$ cat src/rtl/paddle_input_ctrl_pkg.sv
// Playfield geometry and bat constants shared by the paddle input block, game controller and renderer.
// Coordinates are 11 bits with y increasing downward.
package paddle_input_ctrl_pkg;

  localparam int COORD_W    = 11;
  localparam int DB_CNT_W   = 20;
  localparam int TICK_CNT_W = 17;

  typedef logic [COORD_W-1:0] coord_t;
  typedef logic [COORD_W:0]   coord_ext_t;

  localparam coord_t Y_TOP    = 11'd30;
  localparam coord_t Y_BOT    = 11'd450;
  localparam coord_t Y_CENTRE = 11'd240;

  localparam coord_t HH_BASE  = 11'd4;
  localparam coord_t HH_SMALL = 11'd15;
  localparam coord_t HH_LARGE = 11'd25;

  function automatic coord_ext_t half_height(input logic small_bat);
    return {1'b0, HH_BASE} + (small_bat ? {1'b0, HH_SMALL} : {1'b0, HH_LARGE});
  endfunction

  function automatic coord_t clamp_y(input coord_ext_t v, input coord_ext_t lo,
                                     input coord_ext_t hi);
    coord_ext_t r;
    r = v;
    if (v < lo) r = lo;
    else if (v > hi) r = hi;
    return r[COORD_W-1:0];
  endfunction

endpackage

$ cat src/rtl/paddle_input_ctrl_btn_debounce.sv
// One push-button: 2-flop synchroniser followed by a counter-based debouncer.
// Output level changes only after the synchronised input differs for DB_CYCLES consecutive cycles.
module btn_debounce
  import paddle_input_ctrl_pkg::*;
#(
  parameter logic [DB_CNT_W-1:0] DB_CYCLES = 20'd500000
) (
  input  logic clk,
  input  logic rst,
  input  logic btn_i,
  output logic lvl_o
);

  localparam logic [DB_CNT_W-1:0] DB_LAST = DB_CYCLES - DB_CNT_W'(1);

  logic                sync1_q, sync2_q;
  logic                db_q, db_d;
  logic [DB_CNT_W-1:0] cnt_q, cnt_d;

  always_comb begin
    cnt_d = '0;
    db_d  = db_q;
    if (sync2_q != db_q) begin
      if (cnt_q == DB_LAST) db_d = sync2_q;
      else                  cnt_d = cnt_q + DB_CNT_W'(1);
    end
  end

  always_ff @(posedge clk or negedge rst) begin
    if (!rst) begin
      sync1_q <= 1'b0;
      sync2_q <= 1'b0;
      db_q    <= 1'b0;
      cnt_q   <= '0;
    end else begin
      sync1_q <= btn_i;
      sync2_q <= sync1_q;
      db_q    <= db_d;
      cnt_q   <= cnt_d;
    end
  end

  assign lvl_o = db_q;

endmodule

$ cat src/rtl/paddle_input_ctrl.sv
// Raw up/down buttons -> debounced, rate-limited, clamped paddle centre positions for both players.
// Defining PADDLE_AUTO_P2_EN makes player 2 a computer opponent that tracks ball_y.
module paddle_input_ctrl
  import paddle_input_ctrl_pkg::*;
#(
  parameter logic [DB_CNT_W-1:0]   DB_CYCLES = 20'd500000,
  parameter logic [TICK_CNT_W-1:0] MOVE_DIV  = 17'd100000,
  parameter coord_t                STEP      = 11'd2
) (
  input  logic         clk,
  input  logic         rst,
  input  logic         p1_up,
  input  logic         p1_dn,
  input  logic         p2_up,
  input  logic         p2_dn,
  input  logic         bat_size,
  input  logic         start_state,
  input  logic [10:0]  ball_y,
  output logic [10:0]  p1_y,
  output logic [10:0]  p2_y,
  output logic         move_tick
);

  localparam coord_ext_t STEP_X = {1'b0, STEP};
  localparam logic [TICK_CNT_W-1:0] TICK_LAST = MOVE_DIV - TICK_CNT_W'(1);

  logic [TICK_CNT_W-1:0] tick_q, tick_d;
  coord_t                p1_y_q, p1_y_d, p2_y_q, p2_y_d;
  coord_t                p1_step, p2_step;
  coord_ext_t            lo, hi;
  logic                  p1_up_db, p1_dn_db;

  // 12-bit arithmetic keeps y-STEP from wrapping near zero.
  function automatic coord_t btn_step(input coord_t y, input logic up, input logic dn,
                                      input coord_ext_t lo_l, input coord_ext_t hi_l);
    coord_ext_t y_x;
    y_x = {1'b0, y};
    if (up && !dn)      y_x = (y_x < lo_l + STEP_X) ? lo_l : y_x - STEP_X;
    else if (dn && !up) y_x = (y_x + STEP_X > hi_l) ? hi_l : y_x + STEP_X;
    return y_x[COORD_W-1:0];
  endfunction

  assign lo = {1'b0, Y_TOP} + half_height(bat_size);
  assign hi = {1'b0, Y_BOT} - half_height(bat_size);

  btn_debounce #(.DB_CYCLES(DB_CYCLES)) u_p1_up (.clk(clk), .rst(rst), .btn_i(p1_up), .lvl_o(p1_up_db));
  btn_debounce #(.DB_CYCLES(DB_CYCLES)) u_p1_dn (.clk(clk), .rst(rst), .btn_i(p1_dn), .lvl_o(p1_dn_db));

  assign p1_step = btn_step(p1_y_q, p1_up_db, p1_dn_db, lo, hi);

`ifdef PADDLE_AUTO_P2_EN
  logic       unused_p2_btn;
  coord_ext_t p2_x, ball_x, p2_seek;

  assign unused_p2_btn = p2_up ^ p2_dn;
  assign p2_x   = {1'b0, p2_y_q};
  assign ball_x = {1'b0, ball_y};

  // Snap onto the ball once it is closer than one step, otherwise chase it by STEP.
  always_comb begin
    p2_seek = ball_x;
    if (ball_x > p2_x && ball_x - p2_x >= STEP_X)      p2_seek = p2_x + STEP_X;
    else if (ball_x < p2_x && p2_x - ball_x >= STEP_X) p2_seek = p2_x - STEP_X;
  end

  assign p2_step = clamp_y(p2_seek, lo, hi);
`else
  logic unused_ball;
  logic p2_up_db, p2_dn_db;

  assign unused_ball = ^ball_y;

  btn_debounce #(.DB_CYCLES(DB_CYCLES)) u_p2_up (.clk(clk), .rst(rst), .btn_i(p2_up), .lvl_o(p2_up_db));
  btn_debounce #(.DB_CYCLES(DB_CYCLES)) u_p2_dn (.clk(clk), .rst(rst), .btn_i(p2_dn), .lvl_o(p2_dn_db));

  assign p2_step = btn_step(p2_y_q, p2_up_db, p2_dn_db, lo, hi);
`endif

  assign move_tick = (tick_q == TICK_LAST);

  // Out-of-range clamp runs every cycle so a bat size change takes effect without waiting for a tick.
  always_comb begin
    tick_d = move_tick ? '0 : tick_q + TICK_CNT_W'(1);
    p1_y_d = p1_y_q;
    p2_y_d = p2_y_q;
    if (start_state) begin
      p1_y_d = Y_CENTRE;
      p2_y_d = Y_CENTRE;
    end else begin
      if ({1'b0, p1_y_q} < lo || {1'b0, p1_y_q} > hi) p1_y_d = clamp_y({1'b0, p1_y_q}, lo, hi);
      else if (move_tick)                             p1_y_d = p1_step;
      if ({1'b0, p2_y_q} < lo || {1'b0, p2_y_q} > hi) p2_y_d = clamp_y({1'b0, p2_y_q}, lo, hi);
      else if (move_tick)                             p2_y_d = p2_step;
    end
  end

  always_ff @(posedge clk or negedge rst) begin
    if (!rst) begin
      tick_q <= '0;
      p1_y_q <= Y_CENTRE;
      p2_y_q <= Y_CENTRE;
    end else begin
      tick_q <= tick_d;
      p1_y_q <= p1_y_d;
      p2_y_q <= p2_y_d;
    end
  end

  assign p1_y = p1_y_q;
  assign p2_y = p2_y_q;

endmodule

$ cat config.mk
export PLATFORM = sky130hd
export DESIGN_NAME = paddle_input_ctrl
export DESIGN_NICKNAME = d
export VERILOG_FILES = /design/src/rtl/paddle_input_ctrl_pkg.sv /design/src/rtl/paddle_input_ctrl_btn_debounce.sv /design/src/rtl/paddle_input_ctrl.sv
export SDC_FILE = /design/constraint.sdc
export NUM_CORES = 1
export LEC_CHECK = 0
export ABC_AREA = 1
export CELL_PAD_IN_SITES_DETAIL_PLACEMENT = 1
export CELL_PAD_IN_SITES_GLOBAL_PLACEMENT = 1
export CORE_ASPECT_RATIO = 1.2
export CORE_MARGIN = 5
export CORE_UTILIZATION = 48
export DETAILED_ROUTE_END_ITERATION = 10
export GPL_ROUTABILITY_DRIVEN = 0
export HOLD_SLACK_MARGIN = 0.15
export PLACE_DENSITY = 0.83
export SETUP_SLACK_MARGIN = 0.3
export SKIP_LAST_GASP = 1
export SYNTH_ARGS = -nofsm -noshare
export SYNTH_HDL_FRONTEND = slang
export SYNTH_SLANG_ARGS = --single-unit
$ cat constraint.sdc
create_clock -name clk -period 5 [get_ports clk]
set_input_delay 1 -clock clk [delete_from_list [all_inputs] [get_ports clk]]
set_output_delay 1 -clock clk [all_outputs]
set_load 0.02 [all_outputs]
Yosys cells after proc, flatten, opt, wreduce, memory -nomap -nowiden:

Cells that the tools add are included.

* add/sub/neg operators: 13
* magnitude comparators: 8
* mux-type cells: 28
* reductions and logical operators: 20
* equal/unequal tests: 11

Operator list (number)
* 11-bit two-way mux: 18
* 20-bit two-way mux: 8
* 20-bit by 1-bit adder with 20-bit output (second input constant): 4
* 20-bit by 19-bit equality test with 1-bit output (second input constant): 4
* 11-bit by 2-bit adder with 12-bit output (second input constant): 2
* 11-bit by 12-bit greater-than comparator with 1-bit output: 2
* 12-bit greater-than comparator: 2
* 11-bit by 12-bit less-than comparator with 1-bit output: 2
* 11-bit by 7-bit less-than comparator with 1-bit output: 2
* 11-bit by 2-bit subtractor with 11-bit output (second input constant): 2
* 17-bit by 1-bit adder with 17-bit output (second input constant): 1
* 17-bit equality test (second input constant): 1
* 17-bit two-way mux: 1
* 9-bit by 6-bit subtractor with 10-bit output (first input constant): 1
* 7-bit by 2-bit adder with 8-bit output (second input constant): 1
* 4-bit != test (second input constant): 2
* 2-bit AND reduction: 4
* 4-bit nonzero test: 2
* 5-bit by 6-bit adder with 7-bit output (first input constant): 1
* 3-bit by 5-bit adder with 6-bit output (first input constant): 1
* 3-bit AND reduction: 2
* 3-bit nonzero test: 2
* 5-bit two-way mux: 1
* 1-bit logical AND: 4
* other kinds (3): 10

* register bits: 131
* logic and storage cells: 99
* input port bits: 19
* output and inout port bits: 23

Longest topological paths before layout:

* depth after elaboration: 10
* depth in mapped cells: 19
* mapped depth without buffers: 19

Cells and area by module:

Synthesis repeated with hierarchy kept, for this count alone.

* cell total of the unflattened synthesis: 1227
* area, all modules: 8735.9 sq um

Modules (own cells, without submodules)
* btn_debounce: area each 1302.5 sq um, seq. area each 575.6 sq um, times used 4, cells an instance 168
* paddle_input_ctrl: area each 3525.9 sq um, seq. area each 985.9 sq um, times used 1, cells an instance 555

Worst setup path after synthesis:

No wires, ideal clock.

* path kind: input-to-reg
* start: input bat_size
* end: register p2_y_q[8], in the netlist p2_y[8]
* cell stages on the path: 14
* data arrival time: 2487 ps
* required time: 4883 ps
* setup time: 117 ps
* setup slack: 2396 ps
* buffers on the path: 0
* path through: inv_1 -> ha_1 -> nor2_1 -> nand2_1 -> nor2_1 -> nand2_1 -> nand2_2 -> nand3_2 -> inv_2 -> nand2_1 -> nor2_2 -> nand3_1 -> nand3_1 -> nand2_1

* cells in the longest elaborated chain, start to end: 10
* elaborated cells on any way between the ends: 23
* classes of those cells: 4 x add/sub; 4 x order compare; 1 x eq/ne; 10 x mux; 4 x reduce/logical

Ends and longest elaborated chain
* start: declaration: line paddle_input_ctrl.sv:16 `input logic bat_size,`
* 5-bit two-way mux (*): line paddle_input_ctrl_pkg.sv:21 `return {1'b0, HH_BASE} + (small_bat ? {1'b0, HH_SMALL} : {1'b0, HH_LARGE});`
* 3-bit by 5-bit adder with 6-bit output (*): line paddle_input_ctrl_pkg.sv:21
* 5-bit by 6-bit adder with 7-bit output / 9-bit by 6-bit subtractor with 10-bit output (equally long branches): line paddle_input_ctrl.sv:43, paddle_input_ctrl.sv:44
* 7-bit by 2-bit adder with 8-bit output / 12-bit greater-than comparator (equally long branches): line paddle_input_ctrl.sv:38, paddle_input_ctrl.sv:39
* 11-bit by 12-bit less-than comparator with 1-bit output / 11-bit two-way mux (equally long branches): line paddle_input_ctrl.sv:38, paddle_input_ctrl.sv:39
* 11-bit two-way mux (on tied branches): line paddle_input_ctrl.sv:38, paddle_input_ctrl.sv:39
* 11-bit two-way mux: line paddle_input_ctrl.sv:38 `if (up && !dn) y_x = (y_x < lo_l + STEP_X) ? lo_l : y_x - STEP_X;`
* 11-bit two-way mux: line paddle_input_ctrl.sv:93 `else if (move_tick) p2_y_d = p2_step;`
* 11-bit two-way mux: line paddle_input_ctrl.sv:92 `if ({1'b0, p2_y_q} < lo || {1'b0, p2_y_q} > hi) p2_y_d = clamp_y({1'b0, p2_y_q}, lo, hi);`
* 11-bit two-way mux: line paddle_input_ctrl.sv:86 `if (start_state) begin`
* end signal: assignment: line paddle_input_ctrl.sv:105 `p2_y_q <= p2_y_d;`
* end: declaration: line paddle_input_ctrl.sv:28 `coord_t p1_y_q, p1_y_d, p2_y_q, p2_y_d;`

Mark *: on every way between the ends. The rest lies on a longest branch, timed or not. The select of a mux whose other input is x is not followed.
A chain may end at the register's enable or synchronous reset.

Final worst setup path:

* start: input bat_size
* end: register p2_y_q[3], in the netlist p2_y[3]

The elaborated chain is that of the path after synthesis.

==> flow_summary.ini <==
[clock_network]
cts_root_buffer = clkbuf_16
htree_levels = 4
cts_resized = 0
hold_buffers = 0
cts.clk_slew.worst_paths_ps = 60
cts_buffers = 17
clk_latency_ps = 430
cts_tree = done
cts_buffer_depth = 2
cts_sinks = 131
post_cts_buffers = 0

[sta]
timing.final.ws_setup_ps = 1313
clock.fmax_mhz = 271.2
slew_violations = 0
slew_headroom_pct = 33.81
finClkSkew_ps = 7.595
rsz0062_at_grt = false
finalCriticalPeriod_ps = 3687
setup_viol = 0
post-route-period-util_pct = 73.74
setup_tns_ps = 0
tightest_slew_ps = 992.9
hold_violations = 0

[critical_path]
endpoint_kind = flop
crit_path_start_kind = input pin
r2r_end = p2_y[8]
rr_worst_depth = 17
critical_path_arrival_ps = 4050
critical_path_required_ps = 5370
reg2reg_slack_ps = 2360
rr_startpoint = p2_y[1]
crit_type = in2reg
path_max_fanout = 12

[grt]
grt_overflow_total = 0
grt_pass1_wl_mm = 37.19
antenna_found_initial = 0
grt_max_degree = 109
grt_pass1_vias = 7893
groute.usage.overall_pct = 23.85

[finish]
area_growth_syn_to_layout_pct = 15.31
diodes = 0
fill_cells = 2060
final_common_cell = nand2_1
layout.nets = 1155
final_cell_mix = nand2_1 (243), inv_1 (149), nor2_1 (138)
final_cell_area_um2 = 9077
drive_above_1_share_pct = 7.460

[floorplan]
fp.dieW_um = 126.9
dieArea_um2 = 19070
core_um2 = 16210
row_count = 51
ios = 42
die_y_um = 150.3
start_util_pct = 48.57

[place]
dp_slack_ps = 848.8
portBuffers = 30
dp_hpwl_mm = 15.37
dpl_cell_area_um2 = 8416

[synth]
yosysSeqAreaShare_pct = 41.77
synth_edf_count = 0
synth.distinct_cells = 46
synthCells = 1068
ys_ff_latch = 131
synth-main-ff-cell = dfrtp_1
yosysTopAreaCell = dfrtp_1
synth.area.top_cells = dfrtp_1 (39%), nand2_1 (12%), inv_1 (7.1%)
synth_warnings = 0
avgSynthCellArea_um2 = 7.371
async_flop_share_pct = 100.0
synth.top_cell.area_share_pct = 39.10
syn_area_um2 = 7873

[routing]
final_antenna_net_count = 0
drtPass1Iterations = 4
routed_wirelength_mm = 21.58
num_vias = 7246
drt_iter0_markers = 315
detail_route.wl_per_cell_um = 16.13
routed_via_density = 5.416
drc = 0

[flow_run]
drv_cap = 0

[min_path]
holdPathStages = 0
hp-start = u_p2_up.sync1_q
min_path_type = reg2reg
whs_endpoint = u_p2_up.sync2_q

[power_and_ir_drop]
powerDensity_nw_per_um2 = 309.6
p_leak_nw = 4.313
max-vdd-ir-drop_uv = 199.3

[run_status]
status = finished, final reports clean
-- report_power, final --
part / leakage, nW / switching (mW) / total, mW / internal (mW)
clock network: 0.316 / 0.492 / 1.40 / 0.913
registers: 1.73 / 0.0409 / 1.13 / 1.09
logic: 2.26 / 0.181 / 0.277 / 0.0955
-- worst max path at each step --
| stage | cells past startpoint | end | slack, ps | start |
|---|---|---|---|---|
| after floorplan | 14 | p2_y[8] | 2400 | bat_size |
| after global placement | 14 | p2_y[1] | 880 | bat_size |
| after detailed placement | 14 | p2_y[3] | 850 | bat_size |
| after CTS | 14 | p2_y[3] | 1280 | bat_size |
| after global routing | 14 | p2_y[2] | 1060 | bat_size |
| final | 14 | p2_y[3] | 1310 | bat_size |
-- kinds of logic after synthesis --
logic type                 share of synthesized area (%)
xor gates and xnor gates                           5.006
DFF                                                41.77
adders and majority gates                          3.655
and+or+nand+nor                                    32.36
other                                            0.04763
muxes                                             0.4291
buffers and inverters                              8.026
AOI/OAI and AO/OA                                  8.710
-- metrics by stage --
stage / util [%] / instances / total power [mW] / hold slack, ps
2_1_floorplan: - / 1071 / 1.312 / 331.2
3_3_place_gp: 51.92 / 1306 / 1.414 / 337.3
3_5_place_dp: 51.92 / 1306 / 1.425 / 337.1
4_1_cts: 56.01 / 1338 / 2.835 / 345.9
5_1_grt: 56.01 / 1338 / 2.923 / 350.6
6_report: 56.01 / 1338 / 2.810 / 345.1
-- Yosys cell counts (all sizes together), types with 5 or more instances --
master,count
nand2,250
inv,155
nor2,152
dfrtp,123
nand3,75
a21oi,63
o21ai,53
xor2,37
nand4,34
nor3,34
ha,23
nor4,11
dfstp,8
xnor2,8
buf,5
nor3b,5
-- per-layer routing --
metal / track usage, % / vias up / wire length, um
met5: 0 / - / 0
met4: 8.798 / 0 / 464
met3: 3.726 / 39 / 477
met2: 45.50 / 90 / 11660
met1: 26.55 / 3574 / 8979
li1: - / 3543 / -
-- sequential cells by signal, indices dropped and copies added, names as in the netlist, 11 cells and up --
register and flops:
p1_y 11, p2_y 11, tick_q 17, u_p1_dn.cnt_q 20
u_p1_up.cnt_q 20, u_p2_dn.cnt_q 20, u_p2_up.cnt_q 20
-- worst max-delay path, cell delays in order --
cell             delay, ps
clkdlybuf4s50_1        810
inv_1                  410
ha_1                   410
nor2_1                 240
nand2_1                 80
nand3_1                 90
nand2_1                 60
nand2_1                 90
nand3_2                130
inv_2                  130
nand3_1                210
inv_1                  230
nand2_1                 70
nand2_1                 80
-- layout make-up --
| cell class | count | area, um2 | share of cell area [%] |
|---|---|---|---|
| flip-flops and latches | 131 | 3288 | 36.22 |
| inverters | 157 | 589.3 | 6.492 |
| repair buffers | 31 | 309.0 | 3.405 |
| clock inverters | 12 | 205.2 | 2.261 |
| clock buffers | 20 | 456.7 | 5.031 |
| well taps | 212 | 265.3 | 2.922 |
| multi-input cells | 775 | 3964 | 43.67 |
No activity file was read; power rests on OpenSTA's default activity.
